--- src/rtl/dense_pkg.sv ---
// Shared state encoding and output saturation helper for the dense layer.
package dense_pkg;

    typedef enum logic [1:0] {
        IDLE,
        ACCUM,
        DONE
    } state_t;

    // ReLU followed by clamp to the largest positive value of a 'bits'-wide signed word.
    // The caller sign-extends its accumulator to 64 bits and truncates the result.
    function automatic logic signed [63:0] relu_sat(input logic signed [63:0] acc,
                                                    input int                 bits);
        logic signed [63:0] max_v;
        max_v = (64'sd1 <<< (bits - 1)) - 64'sd1;
        if (acc < 64'sd0) begin
            return '0;
        end else if (acc > max_v) begin
            return max_v;
        end else begin
            return acc;
        end
    endfunction

endpackage

--- src/rtl/dense_layer_if.sv ---
// Streaming input/output bus of the dense layer, plus its static weight table.
interface dense_layer_if #(
    parameter int BitSize      = 4,
    parameter int InputSize    = 4,
    parameter int NumOfBeats   = 4,
    parameter int NumOfNeurons = 2
);
    logic                                                    in_valid;
    logic                                                    in_ready;
    logic [InputSize-1:0][BitSize-1:0]                       in_data;
    logic [NumOfNeurons-1:0][NumOfBeats*InputSize-1:0][BitSize-1:0] weights;
    logic                                                    out_valid;
    logic                                                    out_ready;
    logic [NumOfNeurons-1:0][BitSize-1:0]                    out_data;

    modport slave (
        input  in_valid, in_data, weights, out_ready,
        output in_ready, out_valid, out_data
    );

    modport master (
        output in_valid, in_data, weights, out_ready,
        input  in_ready, out_valid, out_data
    );
endinterface

--- src/rtl/dense_neuron_mac.sv ---
// One neuron: dot product of the current beat with its weight slice, accumulated over a sample.
module dense_neuron_mac #(
    parameter int BitSize    = 4,
    parameter int InputSize  = 4,
    parameter int NumOfBeats = 4,
    parameter int AccWidth   = 2*BitSize + $clog2(InputSize*NumOfBeats) + 1,
    parameter int CntW       = 2
) (
    input  logic                                              clk,
    input  logic                                              res_n,
    input  logic                                              clr_i,
    input  logic                                              en_i,
    input  logic [CntW-1:0]                                   beat_i,
    input  logic [InputSize-1:0][BitSize-1:0]                 in_data_i,
    input  logic [NumOfBeats-1:0][InputSize-1:0][BitSize-1:0] weights_i,
    output logic signed [AccWidth-1:0]                        acc_next_o
);
    logic signed [AccWidth-1:0]  acc_q;
    logic signed [AccWidth-1:0]  acc_d;
    logic signed [AccWidth-1:0]  dot;
    logic signed [2*BitSize-1:0] prod;

    // Operands are widened before the multiply so the full signed product is kept.
    always_comb begin
        dot  = '0;
        prod = '0;
        for (int k = 0; k < InputSize; k++) begin
            prod = (2*BitSize)'($signed(in_data_i[k])) *
                   (2*BitSize)'($signed(weights_i[beat_i][k]));
            dot  = dot + AccWidth'(prod);
        end
    end

    assign acc_next_o = acc_q + dot;

    always_comb begin
        acc_d = acc_q;
        if (clr_i) begin
            acc_d = '0;
        end else if (en_i) begin
            acc_d = acc_next_o;
        end
    end

    always_ff @(posedge clk or negedge res_n) begin
        if (!res_n) begin
            acc_q <= '0;
        end else begin
            acc_q <= acc_d;
        end
    end
endmodule

--- src/rtl/dense_layer.sv ---
// Fully connected layer: accumulates NumOfBeats input beats per sample, emits ReLU-saturated outputs.
module dense_layer
    import dense_pkg::*;
#(
    parameter int BitSize      = 4,
    parameter int InputSize    = 4,
    parameter int NumOfBeats   = 4,
    parameter int NumOfNeurons = 2,
    parameter int AccWidth     = 2*BitSize + $clog2(InputSize*NumOfBeats) + 1
) (
    input logic          clk,
    input logic          res_n,
    dense_layer_if.slave bus
);
    localparam int              CntW     = (NumOfBeats > 1) ? $clog2(NumOfBeats) : 1;
    localparam logic [CntW-1:0] LastBeat = CntW'(NumOfBeats - 1);

    state_t                               state_q, state_d;
    logic [CntW-1:0]                      cnt_q, cnt_d;
    logic [NumOfNeurons-1:0][BitSize-1:0] out_q, out_d;
    logic                                 in_rdy;
    logic                                 accept;
    logic                                 last;
    logic                                 clr;
    logic signed [AccWidth-1:0]           acc_next [NumOfNeurons];

    assign in_rdy        = (state_q != DONE);
    assign accept        = bus.in_valid && in_rdy;
    assign last          = (cnt_q == LastBeat);
    assign bus.in_ready  = in_rdy;
    assign bus.out_valid = (state_q == DONE);
    assign bus.out_data  = out_q;

    // The counter holds at the last beat through DONE and is cleared on the output handshake.
    always_comb begin
        state_d = state_q;
        cnt_d   = cnt_q;
        clr     = 1'b0;
        unique case (state_q)
            IDLE, ACCUM: begin
                if (accept) begin
                    if (last) begin
                        state_d = DONE;
                    end else begin
                        state_d = ACCUM;
                        cnt_d   = cnt_q + CntW'(1);
                    end
                end
            end
            DONE: begin
                if (bus.out_ready) begin
                    state_d = IDLE;
                    cnt_d   = '0;
                    clr     = 1'b1;
                end
            end
            default: state_d = IDLE;
        endcase
    end

    // Outputs capture the accumulator value that includes the final beat.
    always_comb begin
        out_d = out_q;
        if (accept && last) begin
            for (int n = 0; n < NumOfNeurons; n++) begin
                out_d[n] = BitSize'(relu_sat(64'(acc_next[n]), BitSize));
            end
        end
    end

    always_ff @(posedge clk or negedge res_n) begin
        if (!res_n) begin
            state_q <= IDLE;
            cnt_q   <= '0;
            out_q   <= '0;
        end else begin
            state_q <= state_d;
            cnt_q   <= cnt_d;
            out_q   <= out_d;
        end
    end

    for (genvar n = 0; n < NumOfNeurons; n++) begin : g_neuron
        dense_neuron_mac #(
            .BitSize   (BitSize),
            .InputSize (InputSize),
            .NumOfBeats(NumOfBeats),
            .AccWidth  (AccWidth),
            .CntW      (CntW)
        ) u_mac (
            .clk       (clk),
            .res_n     (res_n),
            .clr_i     (clr),
            .en_i      (accept),
            .beat_i    (cnt_q),
            .in_data_i (bus.in_data),
            .weights_i (bus.weights[n]),
            .acc_next_o(acc_next[n])
        );
    end
endmodule

--- src/flat_wrapper.sv ---
// flat-port wrapper written by rule: the top's interface ports become plain ports
module dense_layer_flat import dense_pkg::*;
#(
    parameter int BitSize      = 4,
    parameter int InputSize    = 4,
    parameter int NumOfBeats   = 4,
    parameter int NumOfNeurons = 2,
    parameter int AccWidth     = 2*BitSize + $clog2(InputSize*NumOfBeats) + 1
)
  (clk, res_n, bus_in_valid, bus_in_data, bus_weights, bus_out_ready, bus_in_ready, bus_out_valid, bus_out_data);
  dense_layer_if #(.BitSize(BitSize), .InputSize(InputSize), .NumOfBeats(NumOfBeats), .NumOfNeurons(NumOfNeurons)) bus_i ();
  input logic clk;
  input logic res_n;
  input wire logic [$bits(bus_i.in_valid)-1:0] bus_in_valid;
  input wire logic [$bits(bus_i.in_data)-1:0] bus_in_data;
  input wire logic [$bits(bus_i.weights)-1:0] bus_weights;
  input wire logic [$bits(bus_i.out_ready)-1:0] bus_out_ready;
  output wire logic [$bits(bus_i.in_ready)-1:0] bus_in_ready;
  output wire logic [$bits(bus_i.out_valid)-1:0] bus_out_valid;
  output wire logic [$bits(bus_i.out_data)-1:0] bus_out_data;
  assign bus_i.in_valid = bus_in_valid;
  assign bus_i.in_data = bus_in_data;
  assign bus_i.weights = bus_weights;
  assign bus_i.out_ready = bus_out_ready;
  assign bus_in_ready = bus_i.in_ready;
  assign bus_out_valid = bus_i.out_valid;
  assign bus_out_data = bus_i.out_data;
  dense_layer #(.BitSize(BitSize), .InputSize(InputSize), .NumOfBeats(NumOfBeats), .NumOfNeurons(NumOfNeurons), .AccWidth(AccWidth)) u_core (.clk(clk), .res_n(res_n), .bus(bus_i));
endmodule
--- config.mk ---
export PLATFORM = sky130hd
export DESIGN_NAME = dense_layer_flat
export DESIGN_NICKNAME = d
export VERILOG_FILES = /design/src/rtl/dense_pkg.sv /design/src/rtl/dense_layer_if.sv /design/src/rtl/dense_neuron_mac.sv /design/src/rtl/dense_layer.sv /design/src/flat_wrapper.sv
export SDC_FILE = /design/constraint.sdc
export NUM_CORES = 1
export LEC_CHECK = 0
export BUFFER_PORTS_ARGS = -buffer_cell sky130_fd_sc_hd__buf_4
export CORE_ASPECT_RATIO = 1.5
export CORE_UTILIZATION = 35
export CTS_CLUSTER_SIZE = 10
export DETAILED_ROUTE_END_ITERATION = 8
export REMOVE_ABC_BUFFERS = 1
export SETUP_SLACK_MARGIN = 0.3
export SLEW_MARGIN = 25
export SYNTH_ARGS = -nofsm -noshare
export SYNTH_HDL_FRONTEND = slang
export SYNTH_HIERARCHICAL = 1
export SYNTH_SLANG_ARGS = --single-unit
--- constraint.sdc ---
create_clock -name clk -period 15.55 [get_ports clk]
set_input_delay 3.11 -clock clk [delete_from_list [all_inputs] [get_ports clk]]
set_output_delay 3.11 -clock clk [all_outputs]
set_load 0.005 [all_outputs]
==> impl_metrics.json, run 1 <==
{
  "syn_area_um2": 10600,
  "min_to": "u_core/bus.out_data[3]",
  "synthSimpleGateAreaFrac_pct": 10.0,
  "drc": 0,
  "die_w_um": 144,
  "run_status": "finished, final reports clean",
  "synthMuxAreaShare_pct": 10.0,
  "hold_depth": 1,
  "setup_viol": 0,
  "drt-pass1-iter-count": 4,
  "critPathRequiredTime_ps": 15720,
  "final_hold_viol_count": 0,
  "place_congestion": 0.861,
  "grt_usage_pct": 17.3,
  "io_pins": 158,
  "drive_gt1_share_pct": 18.3,
  "fp.dieArea_um2": 31100,
  "nNetsFinal": 1651,
  "tightest_slew_ps": 662,
  "min_period_over_period_pct": 60.8,
  "fmax_mhz": 106,
  "ys.flop_type": "dfrtp_1",
  "fin_skew_ps": 6.60,
  "period_needed_ps": 9450,
  "cp_cell_sequence": "buf_4 > mux2_2 > o21ai_2 > inv_1 > nand2b_1 > fa_1 > fa_1 > inv_1 > fa_1 > fa_1 > inv_1 > fa_1 > fa_1 > inv_1 > ha_1 > a211oi_1 > nor3_1 > o31ai_1 > a21oi_1 > xor2_1 > nor4_1 > a31oi_1 > mux2_2",
  "antenna_cells": 0,
  "clk_pin_slew_ps": 50,
  "initial_core_util_pct": 35.8,
  "port_buffers": 157,
  "grt_pass1_vias": 8457,
  "slew_violations": 0,
  "numCtsBuffers": 5,
  "synthAdderAreaFrac_pct": 50.6,
  "drv_cap": 0,
  "synth_async_sr_flop_share_pct": 100,
  "hold_class": "reg2reg",
  "antenna_found_initial": 0,
  "grt_remaining_overflow": 0,
  "rr_worst_depth": 22,
  "yosysUniqueCellTypes": 45,
  "worst_ep_arrival_time_ps": 9620,
  "ff2ff_setup_slack_ps": 7970,
  "wl_um": 24600,
  "die_h_um": 215,
  "crit_family": "adder cells",
  "cts_root_buffer": "clkbuf_16",
  "fp.coreArea_um2": 29700,
  "r2r_end": "u_core/bus.out_data[2]",
  "syn2layout_area_growth_pct": 17.1,
  "num_rows": 77,
  "cp-end-kind": "flip-flop",
  "min_from": "u_core/bus.out_data[3]",
  "synth_compound_area_share_pct": 4.72,
  "clock_path_buffers": 2,
  "crit_top_cell": "fa_1",
  "ys_ff_latch": 38,
  "routedWlPerCell_um": 15.4,
  "postCtsSetupBuffers": 0,
  "rsz0062_at_grt": "false",
  "syn_avg_cell_area_um2": 10.2,
  "grt_max_degree": 40,
  "viasPerCell": 4.65,
  "ys_warn_count": 6,
  "critPathKind": "in2reg",
  "finalSetupTns_ps": 0,
  "regArea_um2": 953,
  "cts_resized": 0,
  "seq_area_frac_synth_pct": 8.94,
  "cts_tree": "built",
  "synth_top_family_by_area": "adder cells",
  "vias": 7401,
  "r2r_start": "u_core/cnt_q[0]",
  "clock_latency_ps": 290,
  "synth-edff-count": 0,
  "crit_buf_inv": 5,
  "grt_pass1_wl_um": 41700,
  "cts-hold-fix-buffers": 0,
  "ant_nets": 0,
  "drtIter0Drc": 239,
  "cp_slowest_cell": "fa_1",
  "h-tree-depth": 2,
  "dp_hpwl_um": 22300,
  "synth_xor_area_share_pct": 4.53,
  "synthCells": 1044,
  "critPathMaxFanout": 9,
  "cts_num_sinks": 38,
  "multi_input_area_um2": 8500,
  "cpPeakStageDelay_ps": 560,
  "fillers": 2989,
  "cp-start-kind": "primary input",
  "relSlewSlack_pct": 55.9
}
-- cells in the final DEF, fill, tap and decap left out, drive strengths merged, types with 3 or more instances in the layout --
master,count
a211oi,6
a21o,8
a21oi,18
a22o,6
a31oi,10
and2,55
and2b,3
buf,162
clkbuf,5
dfrtp,38
fa,204
ha,103
inv,290
mux2,10
mux2i,30
mux4,28
nand2,47
nand2b,19
nor2,42
nor2b,12
nor3,6
nor4,8
o21ai,16
o21bai,6
o22ai,4
o31ai,3
xnor2,36
xnor3,4
xor2,7
-- cells in the mapped netlist, types with 2 or more instances --
| master | number | share of area [%] |
|---|---|---|
| inv_1 | 288 | 10 |
| fa_1 | 204 | 38 |
| ha_1 | 103 | 12 |
| and2_1 | 55 | 3.2 |
| nand2_1 | 43 | 1.5 |
| nor2_1 | 42 | 1.5 |
| dfrtp_1 | 38 | 8.9 |
| xnor2_1 | 34 | 2.8 |
| mux2i_1 | 30 | 2.8 |
| mux4_2 | 22 | 4.7 |
| a21oi_1 | 18 | 0.85 |
| nand2b_1 | 18 | 1.1 |
| o21ai_0 | 15 | 0.71 |
| nor2b_1 | 12 | 0.71 |
| a31oi_1 | 10 | 0.59 |
| mux2_2 | 10 | 1.1 |
| a21o_1 | 8 | 0.56 |
| clkbuf_1 | 8 | 0.28 |
| xor2_1 | 7 | 0.58 |
| a211oi_1 | 6 | 0.42 |
| a22o_1 | 6 | 0.49 |
| mux4_1 | 6 | 1.5 |
| nor3_1 | 6 | 0.28 |
| nor4_1 | 6 | 0.35 |
| o21bai_1 | 6 | 0.42 |
| buf_2 | 5 | 0.24 |
| o22ai_1 | 4 | 0.24 |
| xnor3_1 | 4 | 0.85 |
| and2b_1 | 3 | 0.21 |
| nand2_2 | 3 | 0.18 |
| o31ai_1 | 3 | 0.21 |
| and3_1 | 2 | 0.12 |
| buf_4 | 2 | 0.14 |
| buf_6 | 2 | 0.21 |
| nor4_4 | 2 | 0.40 |
| o21a_1 | 2 | 0.14 |
| or2_2 | 2 | 0.12 |
| xnor2_2 | 2 | 0.31 |
-- registers in the layout (all words and copies together), names as in the netlist --
register,cells
u_core/cnt_q,2
u_core/g_neuron.u_mac/acc_q,26
u_core/state_q,2
u_core/bus.out_data,8
-- metrics by stage --
step                      std cells  hold slack, ps  util [%]  instance area, um2  setup WS, ps
after floorplan                1027             472         -               10500          6480
after global placement         1584             473      41.3               12300          5910
after detailed placement       1584             478      41.3               12300          5830
after CTS                      1592             497      41.9               12400          6060
after global routing           1592             512      41.9               12400          5680
final                          1592             493      41.9               12400          6100
-- final cells by class --
class	instances	area share [%]
Clock inverter	3	0.553
Multi-Input combinational cell	699	68.3
Timing Repair Buffer	162	9.77
Tap cell	395	3.97
Inverter	290	8.77
Sequential cell	38	7.66
Clock buffer	5	1.01
-- worst max path at each step --
stage | startpoint | endpoint | slack (ps) | depth (start not counted)
floorplan | bus_weights[103] | u_core/bus.out_data[4] | 6480 | 21
CTS | bus_weights[39] | u_core/bus.out_data[2] | 6060 | 23
finish | bus_weights[39] | u_core/bus.out_data[2] | 6100 | 23
global placement | bus_weights[39] | u_core/bus.out_data[2] | 5910 | 23
global route | bus_weights[7] | u_core/bus.out_data[2] | 5680 | 23
detailed placement | bus_weights[39] | u_core/bus.out_data[2] | 5830 | 23
-- cell families (layout without fill, tap and decap cells) --
family                   count (synthesis)  count (layout)
multiplexers                            68              68
AO/OA/AOI/OAI                           79              79
adder cells (fa/ha/maj)                308             308
XOR/XNOR                                47              47
flip-flops                              38              38
AND/OR/NAND/NOR                        197             197
buffers and inverters                  307             460
-- per-layer routing --
layer | vias to the layer above | wire (um) | global-route usage, %
met5 | - | 0 | 0
met4 | 0 | 773 | 5.37
met3 | 31 | 1010 | 1.62
met2 | 147 | 13300 | 32.1
met1 | 3702 | 9510 | 20.4
li1 | 3521 | - | -
Power of run 1 is not shown: default switching activity piles up to over one toggle a cycle in this logic, so the estimate is an artifact.
==> inputs of run 2 (changes only) <==
Clock period 15.55 ns to 8.2 ns, I/O delays scaled along.
==> run 2 against run 1 <==
  * Hold slack worse by 1.8 ps
  * Final area grew 0.56%
  * Clock-buffer cell count up 1
  * Largest cell class unchanged
  * Core utilization rose by 0.24 points
  * Critical path type unchanged
  * Clock skew is essentially flat
  * Setup slack got worse by 5600 ps
  * Die area stayed put
  * First-iteration DRC count up 12%
==> impl_metrics.json, run 2 (synthesis results as in run 1) <==
{
  "worst_ep_arrival_time_ps": 7830,
  "dp_hpwl_um": 22800,
  "post_dp_cell_area_um2": 12300,
  "vias": 7400,
  "cts_tree": "built",
  "final_hold_viol_count": 0,
  "port_buffers": 157,
  "antenna_cells": 0,
  "finalSetupTns_ps": 0,
  "cts-hold-fix-buffers": 0,
  "fp.dieArea_um2": 31100,
  "numCtsBuffers": 5,
  "grt_pass1_vias": 8362,
  "viasPerCell": 4.62,
  "run_status": "finished, final reports clean",
  "cp_slowest_cell": "fa_2",
  "drive_gt1_share_pct": 19.7,
  "grt_pass1_wl_um": 42000,
  "layout_commonest_cell": "inv_1",
  "grt_max_degree": 39,
  "routedWlPerCell_um": 15.7,
  "cp_cell_sequence": "buf_4 > mux4_2 > and2_1 > buf_4 > fa_1 > inv_1 > fa_1 > fa_2 > inv_1 > fa_1 > fa_1 > inv_1 > fa_1 > inv_1 > ha_1 > a21o_1 > a21o_1 > a31oi_1 > xnor2_1 > nor4_1 > a31oi_1 > mux2_2",
  "fin_skew_ps": 6.22,
  "crit_buf_inv": 6,
  "cts_num_sinks": 38,
  "io_pins": 158,
  "die_w_um": 144,
  "place_congestion": 0.834,
  "wl_um": 25100,
  "post-place-ws_ps": 197,
  "critPathKind": "in2reg",
  "drc": 0,
  "crit_family": "adder cells",
  "syn2layout_area_growth_pct": 17.7,
  "relSlewSlack_pct": 59.4,
  "ant_nets": 0,
  "clock_latency_ps": 280,
  "final-instance-count-excl-fill": 1601,
  "clk_pin_slew_ps": 50,
  "cp-start-kind": "primary input",
  "period_needed_ps": 7670,
  "cp-end-kind": "flip-flop",
  "fin_area_um2": 12500,
  "min_period_over_period_pct": 93.5,
  "h-tree-depth": 2,
  "tightest_slew_ps": 609,
  "hold_class": "reg2reg",
  "grt_usage_pct": 17.4,
  "critPathRequiredTime_ps": 8360,
  "mostFrequentLayoutCells": "288 x inv_1, 202 x fa_1, 170 x buf_4, 103 x ha_1, 55 x and2_1",
  "largest_reg_flops": 26,
  "num_rows": 77,
  "cpPeakStageDelay_ps": 610,
  "top_register": "u_core/g_neuron.u_mac/acc_q",
  "die_h_um": 215,
  "fmax_mhz": 130,
  "antenna_found_initial": 0,
  "drt-pass1-iter-count": 4,
  "fp.coreArea_um2": 29700,
  "cts_root_buffer": "clkbuf_16",
  "timing.final.ws_setup_ps": 531,
  "slew_violations": 0,
  "initial_core_util_pct": 35.8,
  "setup_viol": 0,
  "placed_cells": 1591,
  "drtIter0Drc": 268,
  "clock_path_buffers": 2,
  "grt_remaining_overflow": 0,
  "drv_cap": 0,
  "crit_top_cell": "fa_1",
  "rsz0062_at_grt": "true",
  "critPathMaxFanout": 4,
  "nNetsFinal": 1660
}
-- run 2: cell count changes in the layout (fill, tap and decap cells not counted), moves of 2 or more --
cell       before  now
bufinv_16       2    0
fa_2            0    2
buf_4         162  170
a211oi_1        6    4
o21ai_1         0    2
fa_1          204  202
o21ai_0        15   13
a211oi_2        0    2
-- run 2: path summary, 6_finish.rpt --
| check | slack, ps | to | cells past startpoint | start |
|---|---|---|---|---|
| setup / recovery | 530 | u_core/bus.out_data[2] | 22 | bus_weights[56] |
| hold / removal | 490 | u_core/bus.out_data[7] | 1 | u_core/bus.out_data[7] |
| setup reg to reg | 920 | u_core/bus.out_data[2] | 22 | u_core/cnt_q[0] |
| hold reg to reg | 490 | u_core/bus.out_data[7] | 1 | u_core/bus.out_data[7] |
| max in group asynchronous | 6470 | u_core/cnt_q[0] | 1 | res_n |
| min in group asynchronous | 1330 | u_core/bus.out_data[3] | 1 | res_n |
-- run 2: per-layer routing --
layer	up-vias	routed length, um	global-route usage, %
met4	0	425	3.12
met1	3683	9970	21.3
met3	20	912	0.888
met2	161	13800	33.4
li1	3536	-	-
met5	-	0	0
-- run 2: through the flow --
stage | hold slack, ps | utilization [%]
finish | 492 | 42.2
global route | 503 | 42.2
CTS | 495 | 42.0
detailed placement | 477 | 41.5
floorplan | 472 | -
global placement | 471 | 41.5
-- run 2: layout make-up --
class / count / area [um2]
Inverter: 290 / 1090
Multi-Input combinational cell: 699 / 8530
Sequential cell: 38 / 953
Timing Repair Buffer: 171 / 1300
Clock inverter: 2 / 12.5
Fill cell: 2974 / 17200
Clock buffer: 6 / 139
Tap cell: 395 / 494
-- run 2: timing repair --
action,in CTS,in global routing
setup endpoints to repair,0,6
resized for setup,0,11
setup buffers,0,2
endpoints found under the hold margin,0,0
-- run 2: worst reg2reg max path: cells and delay by family (launching register included) --
family / cells / cell delay [ps]
adder cells (fa/ha/maj): 7 / 3480
multiplexers: 2 / 860
AO/OA/AOI/OAI: 4 / 760
flip-flops: 1 / 750
buffers and inverters: 6 / 650
AND/OR/NAND/NOR: 2 / 470
XOR/XNOR: 1 / 220
Power of run 2 is left out for the same reason.
